===== config.mk =====
export PLATFORM = sky130hd
export DESIGN_NAME = disp_scan_ctrl
export DESIGN_NICKNAME = d
export VERILOG_FILES = /design/src/rtl/disp_scan_ctrl.sv
export SDC_FILE = /design/constraint.sdc
export NUM_CORES = 1
export LEC_CHECK = 0
export ABC_CLOCK_PERIOD_IN_PS = 5900
export BUFFER_PORTS_ARGS = -buffer_cell sky130_fd_sc_hd__buf_2
export CORE_MARGIN = 4
export CORE_UTILIZATION = 60
export CTS_BUF_LIST = sky130_fd_sc_hd__clkbuf_8
export DETAILED_ROUTE_END_ITERATION = 10
export PLACE_DENSITY = 0.84
export SLEW_MARGIN = 20
export SYNTH_ARGS = -nofsm -noshare
export SYNTH_HDL_FRONTEND = slang
export SYNTH_SLANG_ARGS = --single-unit

===== constraint.sdc =====
create_clock -name clk -period 5.9 [get_ports clk]
set_input_delay 0.885 -clock clk [delete_from_list [all_inputs] [get_ports clk]]
set_output_delay 0.885 -clock clk [all_outputs]
set_load 0.02 [all_outputs]

===== src/rtl/disp_scan_ctrl.sv =====
// Multiplexed N-digit 7-segment scanner with frame-synchronous shadow registers,
// per-digit decimal point/blank, leading-zero suppression and PWM brightness.
module disp_scan_ctrl #(
    parameter int N  = 4,
    parameter int D  = 16,
    parameter int BW = 4
) (
    input  logic           clk,
    input  logic           reset_n,
    input  logic [4*N-1:0] digits,
    input  logic [N-1:0]   dp,
    input  logic [N-1:0]   blank,
    input  logic           lzs,
    input  logic [BW-1:0]  bright,
    output logic [N-1:0]   an,
    output logic [6:0]     seg,
    output logic           dp_out,
    output logic           frame
);

    localparam int AW = $clog2(N);

    logic [D-1:0]   cnt_q, cnt_d;
    logic [AW-1:0]  addr_q, addr_d;
    logic [4*N-1:0] sh_digits_q, sh_digits_d;
    logic [N-1:0]   sh_dp_q, sh_dp_d;
    logic [N-1:0]   sh_blank_q, sh_blank_d;
    logic           sh_lzs_q, sh_lzs_d;
    logic           frame_q, frame_d;
    logic [N-1:0]   an_q, an_d;
    logic [6:0]     seg_q, seg_d;
    logic           dp_out_q, dp_out_d;

    logic           tick;
    logic           load;
    logic           zero_above;
    logic           pwm_on;
    logic           cur_dp;
    logic           cur_blank;
    logic           cur_supp;
    logic [N-1:0]   supp;
    logic [N-1:0]   sel;
    logic [3:0]     cur_digit;
    logic [BW-1:0]  phase;

    function automatic logic [6:0] hex7(input logic [3:0] v);
        logic [6:0] s;
        case (v)
            4'h0: s = 7'h40;
            4'h1: s = 7'h79;
            4'h2: s = 7'h24;
            4'h3: s = 7'h30;
            4'h4: s = 7'h19;
            4'h5: s = 7'h12;
            4'h6: s = 7'h02;
            4'h7: s = 7'h78;
            4'h8: s = 7'h00;
            4'h9: s = 7'h10;
            4'hA: s = 7'h08;
            4'hB: s = 7'h03;
            4'hC: s = 7'h46;
            4'hD: s = 7'h21;
            4'hE: s = 7'h06;
            default: s = 7'h0E;
        endcase
        return s;
    endfunction

    // Shadow registers reload only as the last digit's slot ends, so a frame never mixes old and new data.
    always_comb begin
        tick        = (cnt_q == '1);
        load        = tick && (addr_q == AW'(N - 1));
        cnt_d       = cnt_q + D'(1);
        addr_d      = addr_q;
        if (tick) begin
            addr_d = load ? '0 : addr_q + AW'(1);
        end
        sh_digits_d = load ? digits : sh_digits_q;
        sh_dp_d     = load ? dp     : sh_dp_q;
        sh_blank_d  = load ? blank  : sh_blank_q;
        sh_lzs_d    = load ? lzs    : sh_lzs_q;
        frame_d     = load;
    end

    always_comb begin
        zero_above = 1'b1;
        supp       = '0;
        for (int i = N - 1; i >= 0; i--) begin
            zero_above = zero_above && (sh_digits_q[4*i +: 4] == 4'h0);
            supp[i]    = sh_lzs_q && zero_above && (i != 0);
        end

        cur_digit = '0;
        cur_dp    = 1'b0;
        cur_blank = 1'b1;
        cur_supp  = 1'b0;
        sel       = '1;
        for (int i = 0; i < N; i++) begin
            if (addr_q == AW'(i)) begin
                cur_digit = sh_digits_q[4*i +: 4];
                cur_dp    = sh_dp_q[i];
                cur_blank = sh_blank_q[i];
                cur_supp  = supp[i];
                sel[i]    = 1'b0;
            end
        end

        phase  = cnt_q[D-1 -: BW];
        pwm_on = (bright == '1) || (phase < bright);

        // A suppressed digit keeps its anode only to show a requested decimal point.
        an_d     = '1;
        seg_d    = 7'h7F;
        dp_out_d = 1'b1;
        if (pwm_on && !cur_blank) begin
            if (!cur_supp) begin
                an_d     = sel;
                seg_d    = hex7(cur_digit);
                dp_out_d = ~cur_dp;
            end else if (cur_dp) begin
                an_d     = sel;
                dp_out_d = 1'b0;
            end
        end
    end

    always_ff @(posedge clk or negedge reset_n) begin
        if (!reset_n) begin
            cnt_q       <= '0;
            addr_q      <= '0;
            sh_digits_q <= '0;
            sh_dp_q     <= '0;
            sh_blank_q  <= '1;
            sh_lzs_q    <= 1'b0;
            frame_q     <= 1'b0;
            an_q        <= '1;
            seg_q       <= 7'h7F;
            dp_out_q    <= 1'b1;
        end else begin
            cnt_q       <= cnt_d;
            addr_q      <= addr_d;
            sh_digits_q <= sh_digits_d;
            sh_dp_q     <= sh_dp_d;
            sh_blank_q  <= sh_blank_d;
            sh_lzs_q    <= sh_lzs_d;
            frame_q     <= frame_d;
            an_q        <= an_d;
            seg_q       <= seg_d;
            dp_out_q    <= dp_out_d;
        end
    end

    assign an     = an_q;
    assign seg    = seg_q;
    assign dp_out = dp_out_q;
    assign frame  = frame_q;

endmodule


==> impl_results.md, run 1 <==
- Unique masters post-synth: 51
- Wire length on met1: 2190 um
- Post-synth top area cell: dfrtp_1
- Slew at the pin closest to its max-slew limit: approximately 0.66 ns
- Share of cells above drive strength 1: 0.267
- I/O Pins: 44
- Tcrit/Tclk final: 0.466
- Max-cap violation count: 0
- Post-synthesis register bit count: 56
- Startpoint types: flop
- Top delay family on crit path: compound AO/OA/AOI/OAI gates
- Leak: ~1.4 nW
- Clock Latency Late Sink: around 0.31 ns
- First-pass GRT wire length: 8540 um
- Core box area: 4380 um2
- Int Power: 0.000511 W
- Synth top area share: 0.364
- Post-CTS setup buffer count: 0
- Post-Syn Nets: approximately 270
- EDFF count, synth: 0
- Ant diodes: 0
- Met2 WL: roughly 2400 um
- Setup CP Type: reg2reg
- Clk buf depth: 2
- Top cells by area, synth: dfrtp_1, dfstp_2, mux2_1
- Fin Clk Skew: 0.0109 ns
- Fin. Hold Viols: 0
- Die Span Y: between 70 and 80 um
- Sequential share of the synthesized area: 0.517
- H-tree depth: 2
- Port bufs: 43
- Total CTS buffers: 5
- Overall Global Routing Usage: 0.202
- Rows: 24
- Final min period: between 2 and 3 ns
- Max Slew Vio Count: 0
- PostCTS Resize Cnt: 0
- Fmax: 363 MHz
- Post-Place Cells: ~320
- Syn avg cell area: 12.2 um2
- Async S/R FF share, synth: 1.00
- Slew HR: 0.563
- Hold WC Path Type: reg2reg
- Crit-path cells: inv_1 -> ha_1 -> and2b_1 -> a221o_1 -> o221ai_1 -> inv_1 -> ha_1 -> nor3_1 -> a211o_1 -> o311ai_1
- Flop2flop setup slack: between 3 and 4 ns
- P&R area growth vs syn: 12.0%
- Initial Util: 0.627
- Clock tree from TritonCTS: built
- Status: complete, no violations
- Synthesized cell area: about 2700 um2
- Drt drc: 0
- Routed vias: between 1500 and 2000
- Final Non-Filler Cells: about 330
- Routed wl met3: 293 um
- Sw Ratio: 0.242
- DR pass1 iterations: 4
- Pin count of the biggest net entering global routing: 57
- Sw power: between 0.00015 and 0.0002 W
- Post-layout util: 0.702
- Flop pwr share: 0.609
- R2R depth: 10
- Synth warnings: 0
- Combinational share of power: 0.090
- Width of the chip: around 76 um
- Setup crit end kind: flop
- Clk pwr share: 0.301
- Die footprint: between 5000 and 6000 um2
- Crit-path max cell delay: approximately 0.43 ns
- RSZ-0062 raised after global routing: false
- Crit path buffers/inverters: 2
- DR WL/cell: 15.5 um
- # hold bufs at CTS: 0
- Routability cong.: 0.858
- Worst EP arrival: between 2 and 3 ns
- Setup TNS: 0 ns
- Post-route ant nets: 0
- Initial antenna violation count: 0
- Aggregate routed wire length: 5050 um
- Final nets: ~320
- Peak supply drop: between 100 and 150 uV
- Clk root buf: clkbuf_8
- Gr ovfl total: 0
- CP Max Fanout: 11
- Setup violators final: 0
- Top Layer Used: met4
- Slowest CP cell: dfrtp_1
- Vias in the first global route: approximately 1900
- Sink Count: 56
- Worst EP required: 6.13 ns
- Vias per cell: a little under 6
- Initial drt markers: around 140
- Detailed Place HPWL: about 3800 um
- Ys flop type: dfrtp_1
- Clock slew at the register clock pins of the worst setup and hold paths: approximately 0.10 ns
- Critical path depth in cells: 10
- Mapped Cells: roughly 230
- Worst hold stages: 1
- Pwr Density: roughly 220 nW/um2
-- cells in the final DEF, fill, tap and decap left out, types with 3 or more instances in the layout --
master    instances
inv_1            13
mux2_1           27
nor3_1            6
dfrtp_1          40
a221o_1           3
and3_1            4
dfstp_2          16
nor4_1            3
xor2_1            5
ha_1             14
nand3_1           9
clkbuf_8          5
nand2_1          14
o211ai_1          5
a21oi_1           4
nor2_1            6
xnor2_1           9
buf_2            43
nand4_1           3
-- path summary, 6_finish.rpt --
path | from | to
min reg2reg | cnt_q[4] | cnt_q[4]
max | addr_q[1] | seg[5]
max reg2reg | addr_q[1] | seg[5]
max in group asynchronous | reset_n | cnt_q[4]
min in group asynchronous | reset_n | sh_digits_q[7]
min | cnt_q[4] | cnt_q[4]
-- stage by stage --
step	total power, W	hold WS, ns	instance area [um2]	setup slack [ns]
after global placement	0.000477	0.450	2990	3.35
after CTS	0.000684	0.477	3080	3.17
after global routing	0.000708	0.504	3080	2.85
after detailed placement	0.000478	0.458	2990	3.22
after floorplan	0.000449	0.434	2750	3.58
final	0.000674	0.467	3080	3.15
-- layout make-up --
cell class	instances	area [um2]
tap	52	65.1
timing repair buffer	44	223
clock buffer	5	68.8
inverter	13	48.8
sequential	56	1420
fill	318	1310
clock inverter	3	20.0
multi-input combinational	152	1230
-- state kept, by name, summed over array words and instances (netlist names) --
register,count
sh_blank_q,4
sh_digits_q,16
seg,7
sh_lzs_q,1
frame,1
sh_dp_q,4
dp_out,1
addr_q,2
cnt_q,16
an,4
-- cells by family (layout without fill, tap and decap cells) --
family	Yosys count	after routing	share of synthesized area
and+or+nand+nor	60	60	0.121
muxes	28	28	0.114
AOI/OAI and AO/OA	36	36	0.105
adders and majority gates	14	14	0.0637
DFF	56	56	0.517
buffers and inverters	18	65	0.0346
xor gates and xnor gates	14	14	0.0446
-- Yosys cell counts (2+ instances only) --
cell,number
and2_1,2
and4_1,2
nor4_1,3
o31a_1,2
a21oi_1,4
xnor2_1,9
a221oi_1,2
a221o_1,3
ha_1,14
nand2b_1,2
nor2b_1,2
dfstp_2,16
and3_1,4
o31ai_1,2
nand3_1,9
mux2_1,27
nor3_1,6
a21o_1,2
nor2_1,6
nand4_1,3
buf_6,3
a211o_1,2
nand2_1,14
xor2_1,5
o311ai_1,2
dfrtp_1,40
o211ai_1,5
inv_1,12
-- power by group through the flow --
| stage | sequential, W | clock, W | combinational [W] |
|---|---|---|---|
| floorplan | 0.000421 | 0 | 0.0000278 |
| global placement | 0.000417 | 0 | 0.0000597 |
| detailed placement | 0.000417 | 0 | 0.0000610 |
| CTS | 0.000410 | 0.000212 | 0.0000614 |
| global route | 0.000412 | 0.000227 | 0.0000687 |
| finish | 0.000410 | 0.000203 | 0.0000604 |
-- per-layer routing --
metal	GRT usage	vias up
li1	-	903
met1	0.257	898
met2	0.317	70
met3	0.0488	20
met4	0.109	0
met5	0	-
Power figures use the tool's default switching activity.
==> inputs of run 2 (changes only) <==
- ABC_AREA: default -> 1
- ABC_CLOCK_PERIOD_IN_PS: 5900 -> 2300
- CORE_UTILIZATION: 60 -> 53
- PLACE_DENSITY: 0.84 -> 0.78
- clock period: 5.9 -> 2.3 ns (I/O delays scaled with it)
==> run 2 against run 1 <==
- wire length increased by 17%
- utilization decreased by 9.0 points
- via count increased by 25%
- sequential share of layout area decreased by 4.2 points
- combinational power decreased by 9.3%
==> impl_results.md, run 2 <==
- Initial drt markers: around 130
- RSZ-0062 raised after global routing: false
- Width of the chip: roughly 84 um
- Worst EP required: between 2 and 3 ns
- Async S/R FF share, synth: 1.00
- Top post-synthesis cells by count: nand2_1, nand3_1, dfrtp_1
- Worst Hold Slack: around 0.051 ns
- EDFF count, synth: 0
- I/O Pins: 44
- Vias per cell: slightly above 5
- Setup violators final: 0
- Clk root buf: clkbuf_8
- Commonest non-fill, non-tap cell in the layout: nand2_1
- Fin Clk Skew: 0.00449 ns
- Die footprint: about 7000 um2
- Setup CP Type: reg2reg
- Clock slew at the register clock pins of the worst setup and hold paths: ~0.09 ns
- Pwr Density: about 470 nW/um2
- Synth warnings: 0
- Fin. Hold Viols: 0
- Unique masters post-synth: 33
- Fmax: a little under 500 MHz
- Mapped Cells: approximately 350
- Final nets: about 440
- Status: complete, no violations
- Hold WC Path Type: in2async
- # hold bufs at CTS: 0
- Final min period: slightly above 2 ns
- Synth top area share: 0.330
- Max-cap violation count: 0
- Drt drc: 0
- Post-Syn Nets: around 390
- Slew HR: 0.567
- Initial Util: 0.548
- Worst EP arrival: around 2.3 ns
- Clk buf depth: 2
- CP Max Fanout: 16
- Top cells by area, synth: dfrtp_1, nand2_1, dfstp_2
- Sequential share of the synthesized area: 0.468
- Leak: approximately 1.7 nW
- Setup TNS: 0 ns
- Setup crit end kind: flop
- Post-synth top area cell: dfrtp_1
- Initial antenna violation count: 0
- Routability cong.: between 0.9 and 1
- Overall Global Routing Usage: 0.180
- Aggregate routed wire length: around 6000 um
- Sink Count: 56
- Rows: 27
- Detailed Place HPWL: 4430 um
- Pin count of the biggest net entering global routing: 30
- P&R area growth vs syn: 11.7%
- Die Span Y: approximately 84 um
- Startpoint types: flop
- Port bufs: 43
- Synthesized cell area: 3040 um2
- Total CTS buffers: 5
- Top-count cell post-synth: nand2_1
- Core box area: about 5500 um2
- Clock tree from TritonCTS: built
- H-tree depth: 2
- Gr ovfl total: 0
- Clock Latency Late Sink: between 0.3 and 0.4 ns
- Ys flop type: dfrtp_1
- Slew at the pin closest to its max-slew limit: about 0.65 ns
- DR pass1 iterations: 4
- Routed vias: 2361
- Ant diodes: 0
- Vias in the first global route: 2249
- Tcrit/Tclk final: 0.896
- Overall power: ~0.0016 W
- Syn avg cell area: approximately 9 um2
- Post-synthesis register bit count: 56
- Peak supply drop: about 300 uV
- DR WL/cell: between 10 and 15 um
- Max Slew Vio Count: 0
- Most frequent cells in the layout: nand2_1, nand3_1, buf_2
- Post-route ant nets: 0
- Share of cells above drive strength 1: 0.256
- First-pass GRT wire length: roughly 10000 um
-- run 2: cell types whose count changed after synthesis, sizes merged, moves of 4 or more --
cell	delta
nand2	+102
nand3	+49
mux2	-27
inv	+18
nor2	+10
a21oi	+6
buf	+6
xnor2	-6
xor2	+6
and2	-4
and3	-4
o211ai	-4
-- run 2: worst paths after layout --
check	start	to	slack (ns)	depth (start not counted)
max	addr_q[0]	seg[3]	0.24	9
max in group asynchronous	reset_n	seg[4]	1.59	2
max reg2reg	addr_q[0]	seg[3]	0.24	9
min in group clk	blank[2]	sh_blank_q[2]	0.24	3
min reg2reg	cnt_q[0]	cnt_q[0]	0.45	1
min	reset_n	cnt_q[0]	0.05	1
-- run 2: critical path: stages (launching register included) --
cell	delay [ns]
dfrtp_1	0.40
ha_1	0.55
a21oi_1	0.08
a21oi_1	0.28
inv_1	0.13
ha_1	0.23
nand2_1	0.11
nand2_1	0.06
nand2_1	0.05
nand3_1	0.08
-- run 2: report_power, final --
group | internal (W) | switching [W] | leakage, nW
clock network | 0.000241 | 0.000308 | 0.0486
registers | 0.000985 | 0 | 0.603
logic | 0.0000235 | 0.0000313 | 1.06
-- run 2: layer usage --
metal	GRT usage	wire, um	vias up
li1	-	-	1200
met2	0.276	2690	56
met5	0	0	-
met3	0.0306	258	7
met1	0.261	2910	1098
met4	0.0556	76	0
-- run 2: logic make-up after synthesis --
| group | share of synthesized area |
|---|---|
| simple gates | 0.330 |
| fa+ha+maj | 0.0577 |
| flops | 0.468 |
| compound gates | 0.0272 |
| xor+xnor | 0.0404 |
| buf+inv | 0.0763 |
-- run 2: final cells by class --
type                    count  area, um2
flip-flops and latches     56       1420
inverters                  31        116
clock buffers               6       82.6
multi-input cells         249       1390
repair buffers             50        280
fillers                   533       2150
well taps                  72       90.1
clock inverters             2       11.3
-- run 2: stage by stage --
| stage | instances | util | setup WS, ns | cell area (um2) |
|---|---|---|---|---|
| after floorplan | 347 | - | 0.373 | 3040 |
| after global placement | 458 | 0.594 | 0.307 | 3290 |
| after detailed placement | 458 | 0.594 | 0.251 | 3290 |
| after CTS | 466 | 0.611 | 0.216 | 3380 |
| after global routing | 466 | 0.612 | 0.0239 | 3390 |
| final | 466 | 0.612 | 0.239 | 3390 |
-- run 2: what timing repair did --
action,in CTS,in global routing
gates resized for setup,0,2
endpoints found under the setup margin,0,2
buffers inserted,0,0
==> inputs of run 3 (changes only) <==
- RECOVER_POWER: default -> 25
==> run 3 against run 2 <==
- fmax shrank 1.2%
- global-route usage is the same
- wire length shrank 0.17%
- sequential power is essentially flat
- clock skew is essentially flat
- via count shrank 0.21%
- largest power group unchanged
- first-iteration DRC count is the same
- largest cell class unchanged
- clock-buffer cell count is the same
- cell count is the same
- sequential share of layout area grew 0.20 points
- non-clock buffer count is the same
==> impl_results.md, run 3 (same netlist as run 2, synthesis figures left out) <==
- DR pass1 iterations: 4
- Drt drc: 0
- Final min period: roughly 2.1 ns
- Aggregate routed wire length: a little under 6000 um
- Final nets: roughly 440
- Die Span Y: between 80 and 90 um
- Routability cong.: 0.907
- Initial Util: 0.548
- R2R depth: 9
- Setup CP Type: reg2reg
- # hold bufs at CTS: 0
- Clk pwr share: 0.345
- # fillers: approximately 540
- Initial drt markers: around 130
- Post-route ant nets: 0
- Ant diodes: 0
- Total CTS buffers: 5
- Slew at the pin closest to its max-slew limit: 1.46 ns
- Critical R2R Capture: seg[3]
- Overall Global Routing Usage: 0.180
- Setup crit end kind: flop
- Fin Clk Skew: approximately 0.0044 ns
- Core box area: around 5500 um2
- Int Power: approximately 0.0012 W
- Leak: approximately 1.7 nW
- Worst EP required: roughly 2.5 ns
- Combinational share of power: 0.032
- First-pass GRT wire length: between 10000 and 15000 um
- Vias per cell: approximately 5.1
- Clock Latency Late Sink: ~0.30 ns
- Worst hold stages: 3
- Clk buf depth: 2
- Clock tree from TritonCTS: built
- Max Slew Vio Count: 0
- Sink Count: 56
- Detailed Place HPWL: approximately 4400 um
- CP Max Fanout: 16
- Most Frequent Cell on Critical Path: nand2_1
- Worst Hold Slack: about 0.25 ns
- Die footprint: 7000 um2
- R2r startpoint: addr_q[0]
- Setup TNS: 0 ns
- Status: complete, no violations
- Hold EP: sh_blank_q[2]
- I/O Pins: between 40 and 50
- Width of the chip: between 80 and 90 um
- Crit-path max cell delay: 0.57 ns
- Worst EP arrival: between 2 and 2.5 ns
- Commonest non-fill, non-tap cell in the layout: nand2_1
- Startpoint types: flop
- Top delay family on crit path: adder cells
- Routed vias: 2356
- Initial antenna violation count: 0
- Slowest CP cell: ha_1
- Sw Ratio: 0.212
- Hold WC Path Type: in2reg
- Tcrit/Tclk final: 0.907
- Crit. Startpoint: addr_q[0]
- H-tree depth: 2
- Post-layout util: 0.609
- Crit path buffers/inverters: 1
- Clk root buf: clkbuf_8
- Vias in the first global route: around 2200
- Most frequent cells in the layout: nand2_1, nand3_1, buf_2
- Pin count of the biggest net entering global routing: 30
- Gr ovfl total: 0
- Flop2flop setup slack: between 0.2 and 0.25 ns
- DR WL/cell: approximately 13 um
- Fmax: 479 MHz
- RSZ-0062 raised after global routing: false
- Max-cap violation count: 0
- Slew HR: 0.0258
- Share of cells above drive strength 1: 0.254
- Pwr Density: roughly 470 nW/um2
- Post-CTS setup buffer count: 0
- Fin. Hold Viols: 0
- Flop pwr share: 0.623
- Rows: 27
- Clock slew at the register clock pins of the worst setup and hold paths: around 0.090 ns
- Sw power: around 0.00033 W
- Setup violators final: 0
- Hold Startpoint: blank[2]
- P&R area growth vs syn: 11.2%
- Port bufs: 43
- Crit-path cells: ha_1 -> a21oi_1 -> a21oi_1 -> inv_1 -> ha_1 -> nand2_1 -> nand2_1 -> nand2_1 -> nand3_1
- Peak supply drop: ~300 uV
## run 3: layout make-up
| cell class | instances | area (um2) | share of cell area |
|---|---|---|---|
| clock buffers | 6 | 82.6 | 0.0245 |
| clock inverters | 2 | 11.3 | 0.00334 |
| inverters | 31 | 116 | 0.0345 |
| multi-input cells | 249 | 1390 | 0.412 |
| flip-flops and latches | 56 | 1420 | 0.421 |
| well taps | 72 | 90.1 | 0.0267 |
| repair buffers | 50 | 264 | 0.0782 |
## run 3: worst min-delay path, cell delays in order
cell	delay [ns]
buf_2	0.09
nand3_1	0.07
nand2_1	0.05
## run 3: stage by stage
step	total power (W)	cells	setup WS [ns]	area, um2
3_5_place_dp	0.00106	458	0.251	3290
6_report	0.00158	466	0.214	3370
5_1_grt	0.00165	466	0.0239	3370
3_3_place_gp	0.00106	458	0.307	3290
4_1_cts	0.00161	466	0.216	3380
2_1_floorplan	0.00101	347	0.373	3040
## run 3: worst max-delay path by stage
stage                        end  slack (ns)  cells past startpoint
after detailed placement  seg[3]        0.25                     10
after CTS                 seg[3]        0.22                     10
final                     seg[3]        0.21                      9
after global placement    seg[3]        0.31                      7
after floorplan           seg[5]        0.37                     13
after global routing      seg[6]        0.02                      9
## run 3: power by group through the flow
stage | clock network [W] | logic, W | registers [W]
after global placement | 0 | 0.0000550 | 0.00100
after CTS | 0.000567 | 0.0000572 | 0.000985
after detailed placement | 0 | 0.0000569 | 0.00100
after global routing | 0.000603 | 0.0000606 | 0.000986
after floorplan | 0 | 0.00000488 | 0.00100
final | 0.000545 | 0.0000509 | 0.000985
## run 3: layer usage
| layer | up-vias | share of wire | GRT usage |
|---|---|---|---|
| li1 | 1200 | - | - |
| met1 | 1080 | 0.47 | 0.261 |
| met2 | 69 | 0.46 | 0.276 |
| met3 | 7 | 0.061 | 0.0306 |
| met4 | 0 | 0.013 | 0.0556 |
| met5 | - | 0 | 0 |
## run 3: repair_timing
action	4_1_cts	5_1_grt
setup endpoints to repair	0	2
endpoints found under the hold margin	0	0
resized for setup	0	2
